==> src/rtl/bee_round_scheduler.sv <==
// Round controller for the bee-catching game: clears and releases the bee bank,
// gates capture, counts captures/score and ends the round on win or timeout.
module bee_round_scheduler #(
  parameter int NUM_BEES        = 4,
  parameter int INTERVAL_FRAMES = 120,
  parameter int ROUND_FRAMES    = 1800
) (
  input  logic                clk,
  input  logic                reset,
  input  logic                start,
  input  logic                frame_tick,
  input  logic                slug_can_catch,
  input  logic [NUM_BEES-1:0] bee_idle,
  input  logic [NUM_BEES-1:0] bee_caught,
  output logic                bee_reset,
  output logic [NUM_BEES-1:0] release_bee,
  output logic                can_capture,
  output logic [3:0]          caught_count,
  output logic [7:0]          score,
  output logic                playing,
  output logic                round_won,
  output logic                round_timeout
);

  localparam int REL_W = $clog2(INTERVAL_FRAMES) + 1;
  localparam int TMR_W = $clog2(ROUND_FRAMES) + 1;

  localparam logic [1:0] S_IDLE    = 2'd0;
  localparam logic [1:0] S_CLEAR   = 2'd1;
  localparam logic [1:0] S_PLAYING = 2'd2;
  localparam logic [1:0] S_DONE    = 2'd3;

  logic [1:0]          state_reg;
  logic [REL_W-1:0]    rel_cnt_reg;
  logic [TMR_W-1:0]    timer_reg;
  logic                first_rel_reg;
  logic                bee_reset_reg;
  logic [NUM_BEES-1:0] release_reg;
  logic [3:0]          caught_reg;
  logic [7:0]          score_reg;
  logic                won_reg;
  logic                timeout_reg;

  logic [3:0]          caught_pop;
  logic [4:0]          caught_sum;
  logic [3:0]          caught_next;
  logic [8:0]          score_sum;
  logic [7:0]          score_next;
  logic [REL_W-1:0]    rel_inc;
  logic                release_due;
  logic [NUM_BEES-1:0] release_pick;
  logic                all_caught;
  logic                timer_expired;

  always_comb begin
    caught_pop = '0;
    for (int i = 0; i < NUM_BEES; i++) begin
      caught_pop = caught_pop + {3'b000, bee_caught[i]};
    end
  end

  assign caught_sum  = {1'b0, caught_reg} + {1'b0, caught_pop};
  assign caught_next = (caught_sum > 5'(NUM_BEES)) ? 4'(NUM_BEES) : caught_sum[3:0];
  assign score_sum   = {1'b0, score_reg} + {5'b00000, caught_pop};
  assign score_next  = score_sum[8] ? 8'hFF : score_sum[7:0];

  assign rel_inc     = rel_cnt_reg + REL_W'(1);
  assign release_due = first_rel_reg || (rel_inc >= REL_W'(INTERVAL_FRAMES));
  // Two's-complement trick isolates the lowest set bit: lowest-index idle bee.
  assign release_pick = bee_idle & (~bee_idle + NUM_BEES'(1));

  assign all_caught    = (caught_reg == 4'(NUM_BEES));
  assign timer_expired = (timer_reg >= TMR_W'(ROUND_FRAMES));

  always_ff @(posedge clk or posedge reset) begin
    if (reset) begin
      state_reg     <= S_IDLE;
      rel_cnt_reg   <= '0;
      timer_reg     <= '0;
      first_rel_reg <= 1'b0;
      bee_reset_reg <= 1'b0;
      release_reg   <= '0;
      caught_reg    <= '0;
      score_reg     <= '0;
      won_reg       <= 1'b0;
      timeout_reg   <= 1'b0;
    end else begin
      bee_reset_reg <= 1'b0;
      release_reg   <= '0;
      case (state_reg)
        S_IDLE, S_DONE: begin
          if (start) begin
            state_reg     <= S_CLEAR;
            bee_reset_reg <= 1'b1;
            caught_reg    <= '0;
            rel_cnt_reg   <= '0;
            timer_reg     <= '0;
            first_rel_reg <= 1'b0;
            won_reg       <= 1'b0;
            timeout_reg   <= 1'b0;
          end
        end
        S_CLEAR: begin
          state_reg     <= S_PLAYING;
          first_rel_reg <= 1'b1;
        end
        S_PLAYING: begin
          if (all_caught) begin
            state_reg <= S_DONE;
            won_reg   <= 1'b1;
          end else if (timer_expired && (caught_next != 4'(NUM_BEES))) begin
            // A final capture landing on the expiry cycle is let through so the win takes priority.
            state_reg   <= S_DONE;
            timeout_reg <= 1'b1;
          end else begin
            caught_reg <= caught_next;
            score_reg  <= score_next;
            if (frame_tick) begin
              timer_reg <= timer_reg + TMR_W'(1);
              if (release_due) begin
                release_reg   <= release_pick;
                rel_cnt_reg   <= '0;
                first_rel_reg <= 1'b0;
              end else begin
                rel_cnt_reg <= rel_inc;
              end
            end
          end
        end
        default: state_reg <= S_IDLE;
      endcase
    end
  end

  assign bee_reset     = bee_reset_reg;
  assign release_bee   = release_reg;
  assign caught_count  = caught_reg;
  assign score         = score_reg;
  assign playing       = (state_reg == S_PLAYING);
  assign round_won     = won_reg;
  assign round_timeout = timeout_reg;
  assign can_capture   = playing & slug_can_catch;

endmodule

==> config.mk <==
export PLATFORM = sky130hd
export DESIGN_NAME = bee_round_scheduler
export DESIGN_NICKNAME = d
export VERILOG_FILES = /design/src/rtl/bee_round_scheduler.sv
export SDC_FILE = /design/constraint.sdc
export NUM_CORES = 1
export LEC_CHECK = 0
export CORE_MARGIN = 4
export CORE_UTILIZATION = 55
export DETAILED_ROUTE_END_ITERATION = 16
export GPL_TIMING_DRIVEN = 1
export PLACE_DENSITY_LB_ADDON = 0.25
export SLEW_MARGIN = 20
export SYNTH_ARGS = -nofsm -noshare
export SYNTH_HDL_FRONTEND = slang
export SYNTH_SLANG_ARGS = --single-unit
==> constraint.sdc <==
create_clock -name clk -period 2.8 [get_ports clk]
set_input_delay 0.42 -clock clk [delete_from_list [all_inputs] [get_ports clk]]
set_output_delay 0.42 -clock clk [all_outputs]
set_load 0.05 [all_outputs]
---- Word level (Yosys, flattened, before mapping) ----
Cells that the tools add are included.
storage, ports and cells
  output and inout port bits .............. 21
  register bits after elaboration ......... 42
  word-level logic and storage cells ...... 90
  bits of input ports ..................... 13
cells by class
  muxes and demuxes ....................... 39
  bitwise logic cells ..................... 5
  order comparisons ....................... 3
  equality and inequality tests ........... 13
  reductions and logical operators ........ 12
  add/sub/neg operators ................... 8
operators with widths
  kind                                                                     count
  12-bit two-way mux                                                       4
  8-bit two-way mux                                                        6
  4-bit two-way mux                                                        9
  12-bit case mux with 2 select lines                                      1
  8-bit case mux with 2 select lines                                       1
  12-bit by 1-bit adder with 12-bit output, second input constant          1
  12-bit by 11-bit >= comparator with 1-bit output, second input constant  1
  1-bit two-way mux                                                        10
  5-bit AND reduction                                                      2
  8-bit by 4-bit adder with 9-bit output                                   1
  8-bit by 1-bit adder with 8-bit output, second input constant            1
  8-bit by 7-bit >= comparator with 1-bit output, second input constant    1
  2-bit inequality test, second input constant                             4
  4-bit case mux with 2 select lines                                       1
  4-bit AND reduction                                                      2
  2-bit two-way mux                                                        3
  2-bit by 1-bit inequality test with 1-bit output, second input constant  3
  2-bit case mux with 3 select lines                                       1
  3-bit AND reduction                                                      2
  4-bit by 4-bit adder with 5-bit output                                   1
  5-bit by 3-bit > comparator with 1-bit output, second input constant     1
  3-bit by 1-bit adder with 4-bit output                                   1
  4-bit by 1-bit adder with 4-bit output, second input constant            1
  4-bit AND                                                                1
  18 further kinds                                                         21

---- Logic depth before layout (Yosys ltp) ----
  depth after elaboration ................. 11
  depth in mapped cells ................... 12
  gate-level depth less buffers ........... 10

---- Worst setup path after synthesis ----
OpenSTA, ideal clock, no wires.
  kind .................................... input-to-reg
  start point ............................. input bee_caught[0]
  end point ............................... register score_reg[6], in the netlist score[6]
  arrival time ............................ 3.217 ns
  path slack .............................. -0.545 ns
  path buffers ............................ 1
  stages .................................. 11
  data required time ...................... 2.672 ns
  path through ............................ fa_1 ha_1 ha_1 fa_1 nor2b_1 o21ai_0 a222oi_1 or2_1 buf_4 nor4b_2 mux2_1
on the way
  longest elaborated chain between the ends .. 10
  elaborated cells between the ends (all ways) .. 12
  classes of those cells .................. 5 x add/sub; 1 x order compare; 1 x eq/ne; 2 x mux; 1 x bitwise; 2 x reduce/logical
ends and longest elaborated chain
  what                                              RTL line  source
  start, declared                                   14        input logic [NUM_BEES-1:0] bee_caught,
  1-bit by 1-bit adder with 2-bit output (*)        58        caught_pop = caught_pop + {3'b000, bee_caught[i]};
  2-bit by 1-bit adder with 3-bit output (*)        58
  3-bit by 1-bit adder with 4-bit output (*)        58
  4-bit by 4-bit adder with 5-bit output            62        assign caught_sum = {1'b0, caught_reg} + {1'b0, caught_pop};
  5-bit by 3-bit > comparator with 1-bit output     63        assign caught_next = (caught_sum > 5'(NUM_BEES)) ? 4'(NUM_BEES) : caught_sum[3:0];
  4-bit two-way mux                                 63
  4-bit by 3-bit inequality test with 1-bit output  111       end else if (timer_expired && (caught_next != 4'(NUM_BEES))) begin
  1-bit logical AND                                 111
  1-bit inverter (no source line)                   -
  3-bit AND reduction (no source line)              -
  end signal, assigned                              117       score_reg <= score_next;
  end, declared                                     40        logic [7:0] score_reg;
Mark *: on every way between the ends. The rest lies on a longest branch, timed or not.
A chain may end at the register's enable or synchronous reset.

---- Final worst setup path ----
  start point ............................. input bee_caught[0]
  end point ............................... register score_reg[7], in the netlist score[7]
The elaborated chain is that of the path after synthesis.

==> metrics <==
Leak=around 1.6 nW; total of warnings raised by yosys=0; Multi-input gate area=0.00158 mm²; worst-path cell chain=buf_6 -> fa_1 -> ha_4 -> ha_4 -> fa_2 -> nor2b_1 -> o21ai_1 -> a222oi_1 -> buf_4 -> or2_4 -> buf_6 -> nor3_4 -> mux2_4; clock latency on the worst-skew pair=0.30 ns; Post-synth ARST share=100%; DRC=0; Largest register FFs=12; Distinct cells, synth=47; r2r startpoint=rel_cnt_reg[0]; Cell Area, Synth=about 0.0026 mm²; ranking of synthesized cells by area=dfrtp_1 41%, ha_1 6.8%, a21oi_1 5.3%, nand2_1 4.2%, inv_1 3.2%; clock buffer depth=2; CP Class=primary input to flip-flop; R2R Setup Slk=0.15 ns; ant diodes=0; Final #Nets=377; clock skew=0.00726 ns; clock sink total=42; pin count of the biggest net entering global routing=43; Die W=76.4 µm; core area=0.00444 mm²; run status=finished, violations left; Avg WL per Cell=17.2 µm; CP peak stage delay=0.51 ns; register area=about 0.0011 mm²; final hold violation count=0; Critical Path Start=bee_caught[0]; Die Area=0.00583 mm²; Area Overhead vs Synth=38.9%; drt via density=roughly 6; Synth area leader=dfrtp_1; first-pass GRT wire length=roughly 12000 µm; via count=2397; initial antenna violation count=0; cell family with the largest share of critical-path delay=adder cells; H-tree lvl count=2; CTS tree=yes; Synth Area per Inst=9.18 µm²; layout cells sized above 1=about a quarter; TritonCTS Buffers=5; Rel. slew slack=43.8%; crit path time final=3.09 ns; Yosys top cell area share=40.9%; Clock transition at path regs=0.09 ns; maximum fanout along the worst path=5; failing checks=negative setup slack; RSZ-0062 raised after global routing=true; Worst EP required=2.99 ns; Most used DFF post-synth=dfrtp_1; DR pass1 iterations=4; Reg2Reg Depth=7; Worst setup SP type=primary input; FF-to-FF End=release_bee[3]; Tcrit/Tclk final=110%; Die Y-Extent=about 76 µm; Hold WS=0.547 ns; sequential area share after synthesis=approximately two fifths; maxcap violations=0; worst path bufs/invs=3; pwr/cell area=~920 mW/mm²; pins over their slew limit=0; Synth Register Bits=between 40 and 50; initial core utilization=57.8%; Arrival @ worst endpoint=3.29 ns; worst hold path class=primary input to async pin; fin worst setup slack=-0.293 ns; CP max-delay cell=fa_1; worst-margin pin slew=0.822 ns; Routed Antenna Nets=0; Placer Congestion=0.890; Post-synth top cells=42 x dfrtp_1, 29 x nand2_1, 27 x a21oi_1, 22 x inv_1; crit end category=flip-flop; Routed WL=6880 µm; VDD IR max=0.652 mV; initial detailed-routing violation count=225; gr usage total=between 20% and 30%; Critical Path End=score[7]; setup tns final=-6.19 ns; Layout fillers=278; Worst path depth=13; I/O pin cnt=34; Port Buffers=33; number of flops mapped to enable cells by yosys=0; Final Setup Violations=37; global route overflow=0; hpwl dp=4420 µm; # rows=24; top-count cell post-synth=dfrtp_1; Syn Nets=310; f_max=between 300 and 400 MHz; Gate Count Post-Synth=280; Clock Root Buffer=clkbuf_8; vias in the first global route=2455
## how the worst min path moves through the flow
stage	slack, ns	cells past startpoint	start	endpoint
5_1_grt	0.57	1	rel_cnt_reg[7]	rel_cnt_reg[7]
3_5_place_dp	0.51	1	rel_cnt_reg[7]	rel_cnt_reg[7]
2_1_floorplan	0.47	1	rel_cnt_reg[7]	rel_cnt_reg[7]
6_report	0.55	3	reset	release_bee[0]
4_1_cts	0.53	1	rel_cnt_reg[7]	rel_cnt_reg[7]
3_3_place_gp	0.49	1	rel_cnt_reg[7]	rel_cnt_reg[7]
## tightest hold or removal path, delay by kind of cell
family	cells	cell delay [ns]
buffers and inverters	3	0.89
## timing repair
action / 4_1_cts / 5_1_grt
resized for setup: 40 / 22
hold buffers: 0 / 0
pin swaps: 22 / 21
setup buffers: 15 / 3
endpoints found under the setup margin: 39 / 40
## kinds of logic after synthesis
kind of cell               count (synthesis)  synth area share (%)
muxes                                      5                  2.04
xor gates and xnor gates                   9                  3.07
DFF                                       42                  40.9
and+or+nand+nor                          103                  22.5
buffers and inverters                     32                  5.11
adders and majority gates                 17                  9.15
AOI/OAI and AO/OA                         72                  17.2
## where the power goes
group / total [W] / internal (W) / switching (W)
Combinational: 0.00185 / 0.000818 / 0.00103
Sequential: 0.000860 / 0.000709 / 0.000150
Clock: 0.000584 / 0.000357 / 0.000226
Total: 0.00329 / 0.00188 / 0.00140
## through the flow
stage | area [µm²] | power (W) | setup slack (ns) | util (%) | instances
3_3_place_gp | 3150 | 0.00226 | -0.865 | 70.9 | 379
5_1_grt | 3570 | 0.00348 | -0.382 | 80.3 | 400
4_1_cts | 3510 | 0.00317 | -0.289 | 78.9 | 402
2_1_floorplan | 2650 | 0.00187 | -0.318 | - | 280
3_5_place_dp | 3150 | 0.00232 | -0.967 | 70.9 | 379
6_report | 3570 | 0.00329 | -0.293 | 80.3 | 400
## per-layer routing
layer	track usage, %	share of wire (%)
met2	39.5	50
met5	0	0
met4	12.5	1.7
met3	5.56	6.1
met1	32.1	42
## cells in the final DEF (no fill, tap or decap), types with 6 or more instances in the layout
cell / instances
a21oi_1: 20
a21oi_2: 7
and3_1: 6
buf_4: 29
buf_6: 8
clkdlybuf4s50_1: 30
dfrtp_1: 42
ha_1: 10
inv_1: 21
nand2_1: 23
nand2_2: 6
nand3_1: 13
nor2_1: 9
o21ai_0: 9
o21ai_1: 7
o22ai_1: 6
xnor2_1: 9
## cell type report
type	count	share of cell area (%)
Clock buffer	5	1.93
Clock inverter	3	1.93
Inverter	22	2.31
Multi-Input combinational cell	206	44.4
Sequential cell	42	29.5
Tap cell	52	1.82
Timing Repair Buffer	70	18.2
Power figures use the tool's default switching activity.
